**config.mk**
```make
export PLATFORM = sky130hd
export DESIGN_NAME = wordline_decoder_flat
export DESIGN_NICKNAME = d
export VERILOG_FILES = /design/src/rtl/wordline_decoder_if.sv /design/src/rtl/wordline_decoder.sv /design/src/flat_wrapper.sv
export SDC_FILE = /design/constraint.sdc
export NUM_CORES = 1
export LEC_CHECK = 0
export CAP_MARGIN = 20
export CORE_MARGIN = 2
export CORE_UTILIZATION = 53
export CTS_BUF_LIST = sky130_fd_sc_hd__clkbuf_4
export DETAILED_ROUTE_END_ITERATION = 16
export HOLD_SLACK_MARGIN = 0.03
export PLACE_DENSITY = 0.79
export SKIP_LAST_GASP = 1
export SLEW_MARGIN = 10
export SYNTH_ARGS = -nofsm -noshare
export SYNTH_HDL_FRONTEND = slang
export SYNTH_SLANG_ARGS = --single-unit
```
**constraint.sdc**
```tcl
create_clock -name clk -period 2.51 [get_ports clk]
set_input_delay 0.6275 -clock clk [delete_from_list [all_inputs] [get_ports clk]]
set_output_delay 0.6275 -clock clk [all_outputs]
set_load 0.005 [all_outputs]
```
**src/rtl/wordline_decoder_if.sv**
```systemverilog
// rtl/wordline_decoder_if.sv - request handshake bundle for wordline_decoder (in_par only with ADDR_PARITY_EN)
interface wordline_decoder_if #(
  parameter int ADDR_W = 4
);
  logic              in_valid;
  logic              in_ready;
  logic [ADDR_W-1:0] in_addr;
`ifdef ADDR_PARITY_EN
  logic              in_par;

  modport master (output in_valid, output in_addr, output in_par, input in_ready);
  modport slave  (input in_valid, input in_addr, input in_par, output in_ready);
`else
  modport master (output in_valid, output in_addr, input in_ready);
  modport slave  (input in_valid, input in_addr, output in_ready);
`endif
endinterface

```
**src/rtl/wordline_decoder.sv**
```systemverilog
// rtl/wordline_decoder.sv - pulsed one-hot wordline decoder with sweep mode; ADDR_PARITY_EN adds request parity check
module wordline_decoder #(
  parameter  int ADDR_W    = 4,
  parameter  int PULSE_LEN = 2,
  localparam int OUT_W     = 2**ADDR_W
) (
  input  logic                clk,
  input  logic                rst_n,
  wordline_decoder_if.slave   bus,
  input  logic                scan_start,
  output logic [OUT_W-1:0]    y,
  output logic                busy,
  output logic                scan_done,
  output logic                err
);

  typedef enum logic [1:0] {
    IDLE  = 2'd0,
    DRIVE = 2'd1,
    GAP   = 2'd2
  } state_t;

  state_t            state;
  state_t            state_d;
  logic [7:0]        cnt;
  logic [7:0]        cnt_d;
  logic [ADDR_W-1:0] ptr;
  logic [ADDR_W-1:0] ptr_d;
  logic              sweep;
  logic              sweep_d;
  logic [OUT_W-1:0]  y_d;
  logic              done_d;
  logic              accept;
  logic              addr_ok;
  logic              last_line;
  logic              hold_done;

  // The scan request steals the IDLE cycle, so it masks the handshake.
  assign bus.in_ready = (state == IDLE) & ~scan_start & rst_n;
  assign accept       = bus.in_valid & bus.in_ready;
  assign last_line    = (ptr == {ADDR_W{1'b1}});
  assign hold_done    = (cnt == 8'(PULSE_LEN));
  assign busy         = (state != IDLE);

`ifdef ADDR_PARITY_EN
  logic err_d;
  logic err_q;
  assign addr_ok = ~^{bus.in_addr, bus.in_par};
  assign err     = err_q;
`else
  assign addr_ok = 1'b1;
  assign err     = 1'b0;
`endif

  // State register.
  always_ff @(posedge clk or negedge rst_n) begin
    if (!rst_n) begin
      state <= IDLE;
    end else begin
      state <= state_d;
    end
  end

  // Next-state: sweep wins over a request; a sweep loops GAP->DRIVE until the last line.
  always_comb begin
    state_d = state;
    case (state)
      IDLE: begin
        if (scan_start) begin
          state_d = DRIVE;
        end else if (accept && addr_ok) begin
          state_d = DRIVE;
        end
      end
      DRIVE: begin
        if (hold_done) begin
          state_d = GAP;
        end
      end
      GAP: begin
        if (sweep && !last_line) begin
          state_d = DRIVE;
        end else begin
          state_d = IDLE;
        end
      end
      default: state_d = IDLE;
    endcase
  end

  // Output/datapath next values; y is computed from the next line so it can be a clean flop.
  always_comb begin
    cnt_d   = cnt;
    ptr_d   = ptr;
    sweep_d = sweep;
    done_d  = 1'b0;
`ifdef ADDR_PARITY_EN
    err_d   = 1'b0;
`endif
    case (state)
      IDLE: begin
        if (scan_start) begin
          ptr_d   = '0;
          sweep_d = 1'b1;
          cnt_d   = 8'd1;
        end else if (accept) begin
          if (addr_ok) begin
            ptr_d   = bus.in_addr;
            sweep_d = 1'b0;
            cnt_d   = 8'd1;
          end
`ifdef ADDR_PARITY_EN
          else begin
            err_d = 1'b1;
          end
`endif
        end
      end
      DRIVE: begin
        if (!hold_done) begin
          cnt_d = cnt + 8'd1;
        end
      end
      GAP: begin
        if (sweep && !last_line) begin
          ptr_d = ptr + {{(ADDR_W-1){1'b0}}, 1'b1};
          cnt_d = 8'd1;
        end else begin
          done_d  = sweep;
          sweep_d = 1'b0;
        end
      end
      default: begin
        sweep_d = 1'b0;
      end
    endcase
    y_d = (state_d == DRIVE) ? (OUT_W'(1) << ptr_d) : '0;
  end

  // Registered datapath and outputs; reset clears everything immediately.
  always_ff @(posedge clk or negedge rst_n) begin
    if (!rst_n) begin
      cnt       <= 8'd0;
      ptr       <= '0;
      sweep     <= 1'b0;
      y         <= '0;
      scan_done <= 1'b0;
    end else begin
      cnt       <= cnt_d;
      ptr       <= ptr_d;
      sweep     <= sweep_d;
      y         <= y_d;
      scan_done <= done_d;
    end
  end

`ifdef ADDR_PARITY_EN
  // One-cycle error pulse for a request rejected on parity.
  always_ff @(posedge clk or negedge rst_n) begin
    if (!rst_n) begin
      err_q <= 1'b0;
    end else begin
      err_q <= err_d;
    end
  end
`endif

endmodule

```
**src/flat_wrapper.sv**
```systemverilog
// flat-port wrapper written by rule: the top's interface ports become plain ports
module wordline_decoder_flat 
#(
  parameter  int ADDR_W    = 4,
  parameter  int PULSE_LEN = 2,
  localparam int OUT_W     = 2**ADDR_W
)
  (clk, rst_n, scan_start, y, busy, scan_done, err, bus_in_valid, bus_in_addr, bus_in_ready);
  wordline_decoder_if #(.ADDR_W(ADDR_W)) bus_i ();
  input  logic clk;
  input  logic rst_n;
  input  logic scan_start;
  output logic [OUT_W-1:0] y;
  output logic busy;
  output logic scan_done;
  output logic err;
  input wire logic [$bits(bus_i.in_valid)-1:0] bus_in_valid;
  input wire logic [$bits(bus_i.in_addr)-1:0] bus_in_addr;
  output wire logic [$bits(bus_i.in_ready)-1:0] bus_in_ready;
  assign bus_i.in_valid = bus_in_valid;
  assign bus_i.in_addr = bus_in_addr;
  assign bus_in_ready = bus_i.in_ready;
  wordline_decoder #(.ADDR_W(ADDR_W), .PULSE_LEN(PULSE_LEN)) u_core (.clk(clk), .rst_n(rst_n), .bus(bus_i), .scan_start(scan_start), .y(y), .busy(busy), .scan_done(scan_done), .err(err));
endmodule
```
==> results.sh <==
export IMPL_overflow=0
export IMPL_seq_area_frac_synth=0.5532
export IMPL_status="completed"
export IMPL_whs_path_depth=2
export IMPL_final_core_util=0.7500
export IMPL_reg2reg_from="u_core.ptr[0]"
export IMPL_grt_pass1_vias=1223
export IMPL_ys_warn_count=0
export IMPL_hold_path_class="reg2reg"
export IMPL_fin_crit_sh=0.9554
export IMPL_num_rows=18
export IMPL_finalHoldViolCount=0
export IMPL_p_switching_uw=201.8
export IMPL_maxCapViolations=0
export IMPL_rr_endpoint="u_core.cnt[6]"
export IMPL_drive_gt1_frac=0.1366
export IMPL_drt_pass1_iter_count=4
export IMPL_clock_skew_ns=0.01231
export IMPL_p_leak_nw=0.8394
export IMPL_post_dp_hpwl_um=2491
export IMPL_p_per_area_mw_per_mm2=510.8
export IMPL_end_kind="flop"
export IMPL_syn_num_nets=153
export IMPL_num_vias=1265
export IMPL_crit_family="compound AO/OA/AOI/OAI gates"
export IMPL_critPathKind="in2reg"
export IMPL_nets=193
export IMPL_cellInternalPower_uw=764.4
export IMPL_ant_nets=0
export IMPL_setup_ws_ns=0.1118
export IMPL_crit_path_cell_trace="clkdlybuf4s50_1 -> buf_4 -> a21oi_1 -> o22a_4 -> a21o_1 -> or4_1 -> a21oi_1"
export IMPL_synthCells=142
export IMPL_holdPathEnd="u_core.cnt[7]"
export IMPL_area_delta_synth_final_pct=30.68
export IMPL_arrival_ns=2.64
export IMPL_drt_initial_drc_count=49
export IMPL_coreArea_mm2=0.002522
export IMPL_routedWlPerCell_um=15.46
export IMPL_track_usage=0.2270
export IMPL_synth_distinct_cells=39
export IMPL_synth_edff_count=0
export IMPL_clkSinkCount=32
export IMPL_worst_path_buf_inv=2
export IMPL_crit_path_max_fanout=10
export IMPL_async_flop_share=1.000
export IMPL_diodes=0
export IMPL_cpMostUsedCell="a21oi_1"
export IMPL_reg2reg_depth=6
export IMPL_place_ws_ns=-0.2405
export IMPL_cts_root_buffer="clkbuf_4"
export IMPL_initial_core_util=0.5739
export IMPL_seq_power_share=0.541
export IMPL_io_buffers=26
export IMPL_nFillCells=168
export IMPL_grt_max_degree=23
export IMPL_viasPerCell=5.939
export IMPL_gp_congestion=0.8394
export IMPL_worstMarginPinSlew_ns=0.5508
export IMPL_drc=0
export IMPL_reg2reg_slack_ns=0.24
export IMPL_period_minus_slack_ns=2.398
export IMPL_p_comb_frac=0.053
export IMPL_die_height_um=56.26
export IMPL_synth_seq_cells=32
export IMPL_fmax_mhz=417.0
export IMPL_clkTransAtPathRegs_ns=0.10
export IMPL_antenna_found_initial=0
export IMPL_htreeDepth=2
export IMPL_drv_slew=0
export IMPL_cts_buffer_depth=2
export IMPL_slowest_delay_ns=0.54
export IMPL_avgSynthCellArea_um2=10.19
export IMPL_slowest_stage="or4_1"
export IMPL_crit_required_ns=2.76
export IMPL_clockPowerShare=0.406
export IMPL_clkLatencyLatePin_ns=0.33
export IMPL_cts_tree="built"
export IMPL_grt_pass1_wl_um=5423
export IMPL_dieArea_mm2=0.003165
export IMPL_min_from="u_core.cnt[7]"
export IMPL_synth_main_ff_cell="dfrtp_1"
export IMPL_synth_cell_area_mm2=0.001448
export IMPL_finalWirelength_um=3293
export IMPL_ir_worst_vdd_v=0.0006248
export IMPL_cp_start_kind="primary input"
export IMPL_cts_buffers=5
export IMPL_layout_commonest_cell="dfrtp_1"
export IMPL_ioPinCount=28
export IMPL_slew_headroom=0.6328
export IMPL_layout_common_cells="dfrtp_1 (32), clkdlybuf4s50_1 (25), nor2_1 (19)"
export IMPL_die_w_um=56.26
export IMPL_swShare=0.2089
export IMPL_setup_viol=0
export IMPL_rsz0062_at_grt="no"
## area by class of cell
cell class,instances,area [um2],area share
Tap cell,30,37.54,0.01984
Multi-Input combinational cell,100,609.3,0.3221
Timing Repair Buffer,37,341.6,0.1806
Clock inverter,2,35.03,0.01852
Inverter,6,22.52,0.01190
Sequential cell,32,800.8,0.4233
Clock buffer,6,45.04,0.02381
## how the worst max path moves through the flow
stage                   from       endpoint  slack [ns]  cells after the start
3_5_place_dp           rst_n   bus_in_ready       -0.24                      3
3_3_place_gp           rst_n   bus_in_ready       -0.16                      3
4_1_cts                rst_n  u_core.cnt[6]        0.15                      7
2_1_floorplan  u_core.ptr[0]  u_core.cnt[5]        0.50                      6
6_report               rst_n  u_core.cnt[6]        0.11                      7
5_1_grt                rst_n  u_core.cnt[6]        0.04                      7
## per-layer routing
metal	up-vias	track usage	share of wire
met5	-	0	0
met4	0	0.1429	0.030
met3	10	0.06682	0.062
met2	52	0.3613	0.50
met1	609	0.2683	0.41
li1	594	-	-
## per-stage QoR
stage | setup TNS [ns] | cell area [um2] | total power [mW] | hold slack [ns] | std cells
detailed placement | -1.574 | 1807 | 0.5844 | 0.5574 | 205
finish | 0 | 1892 | 0.9663 | 0.5865 | 213
global placement | -0.7427 | 1807 | 0.5820 | 0.5380 | 205
floorplan | 0 | 1448 | 0.5471 | 0.3319 | 142
global route | 0 | 1892 | 1.005 | 0.6036 | 213
CTS | 0 | 1892 | 0.9744 | 0.5768 | 213
## tightest hold or removal path, stage by stage, from the launching register on
cell and delay (ns):
dfrtp_1 0.41, o31ai_1 0.08, a21oi_1 0.06
## logic make-up (layout without fill, tap and decap cells)
| family | after synthesis | in the layout | synth area share |
|---|---|---|---|
| and+or+nand+nor | 64 | 64 | 0.2282 |
| AOI/OAI and AO/OA | 32 | 32 | 0.1599 |
| DFF | 32 | 32 | 0.5532 |
| buffers and inverters | 10 | 51 | 0.03025 |
| adders and majority gates | 3 | 3 | 0.02593 |
| other | 1 | 1 | 0.002590 |
## power groups by stage
stage | Combinational (mW) | Sequential, mW | Clock, mW
final | 0.0511 | 0.523 | 0.392
after global routing | 0.0574 | 0.523 | 0.424
after CTS | 0.0519 | 0.523 | 0.400
after detailed placement | 0.0517 | 0.533 | 0
after global placement | 0.0495 | 0.532 | 0
after floorplan | 0.0145 | 0.533 | 0
## flip-flops by register name, indices dropped and copies added (netlist names)
name / count
u_core.state: 2
u_core.ptr: 4
u_core.y: 16
u_core.sweep: 1
u_core.cnt: 8
u_core.scan_done: 1
## repair_timing
action                     in CTS  in global routing
setup buffers                   0                  0
setup endpoints to repair       1                  0
hold buffers                    0                  0
resized for setup               2                  0
## cell usage after synthesis, drive strengths merged (2+ instances only)
cell type	number	area, um2
dfrtp	32	800.8
nor2	19	71.32
nand2	9	33.78
a21oi	8	40.04
inv	6	22.52
nand3	6	30.03
o21ai	6	30.03
nand2b	4	25.02
nor3	4	20.02
or4	4	30.03
buf	3	17.52
ha	3	37.54
nand4	3	18.77
o31ai	3	22.52
or3	3	18.77
a211o	2	17.52
a21o	2	15.01
a221o	2	20.02
and2	2	12.51
and3	2	12.51
nand3b	2	15.01
nor3b	2	15.01
o22ai	2	12.51
or2	2	12.52
No activity file was read; power rests on OpenSTA's default activity.
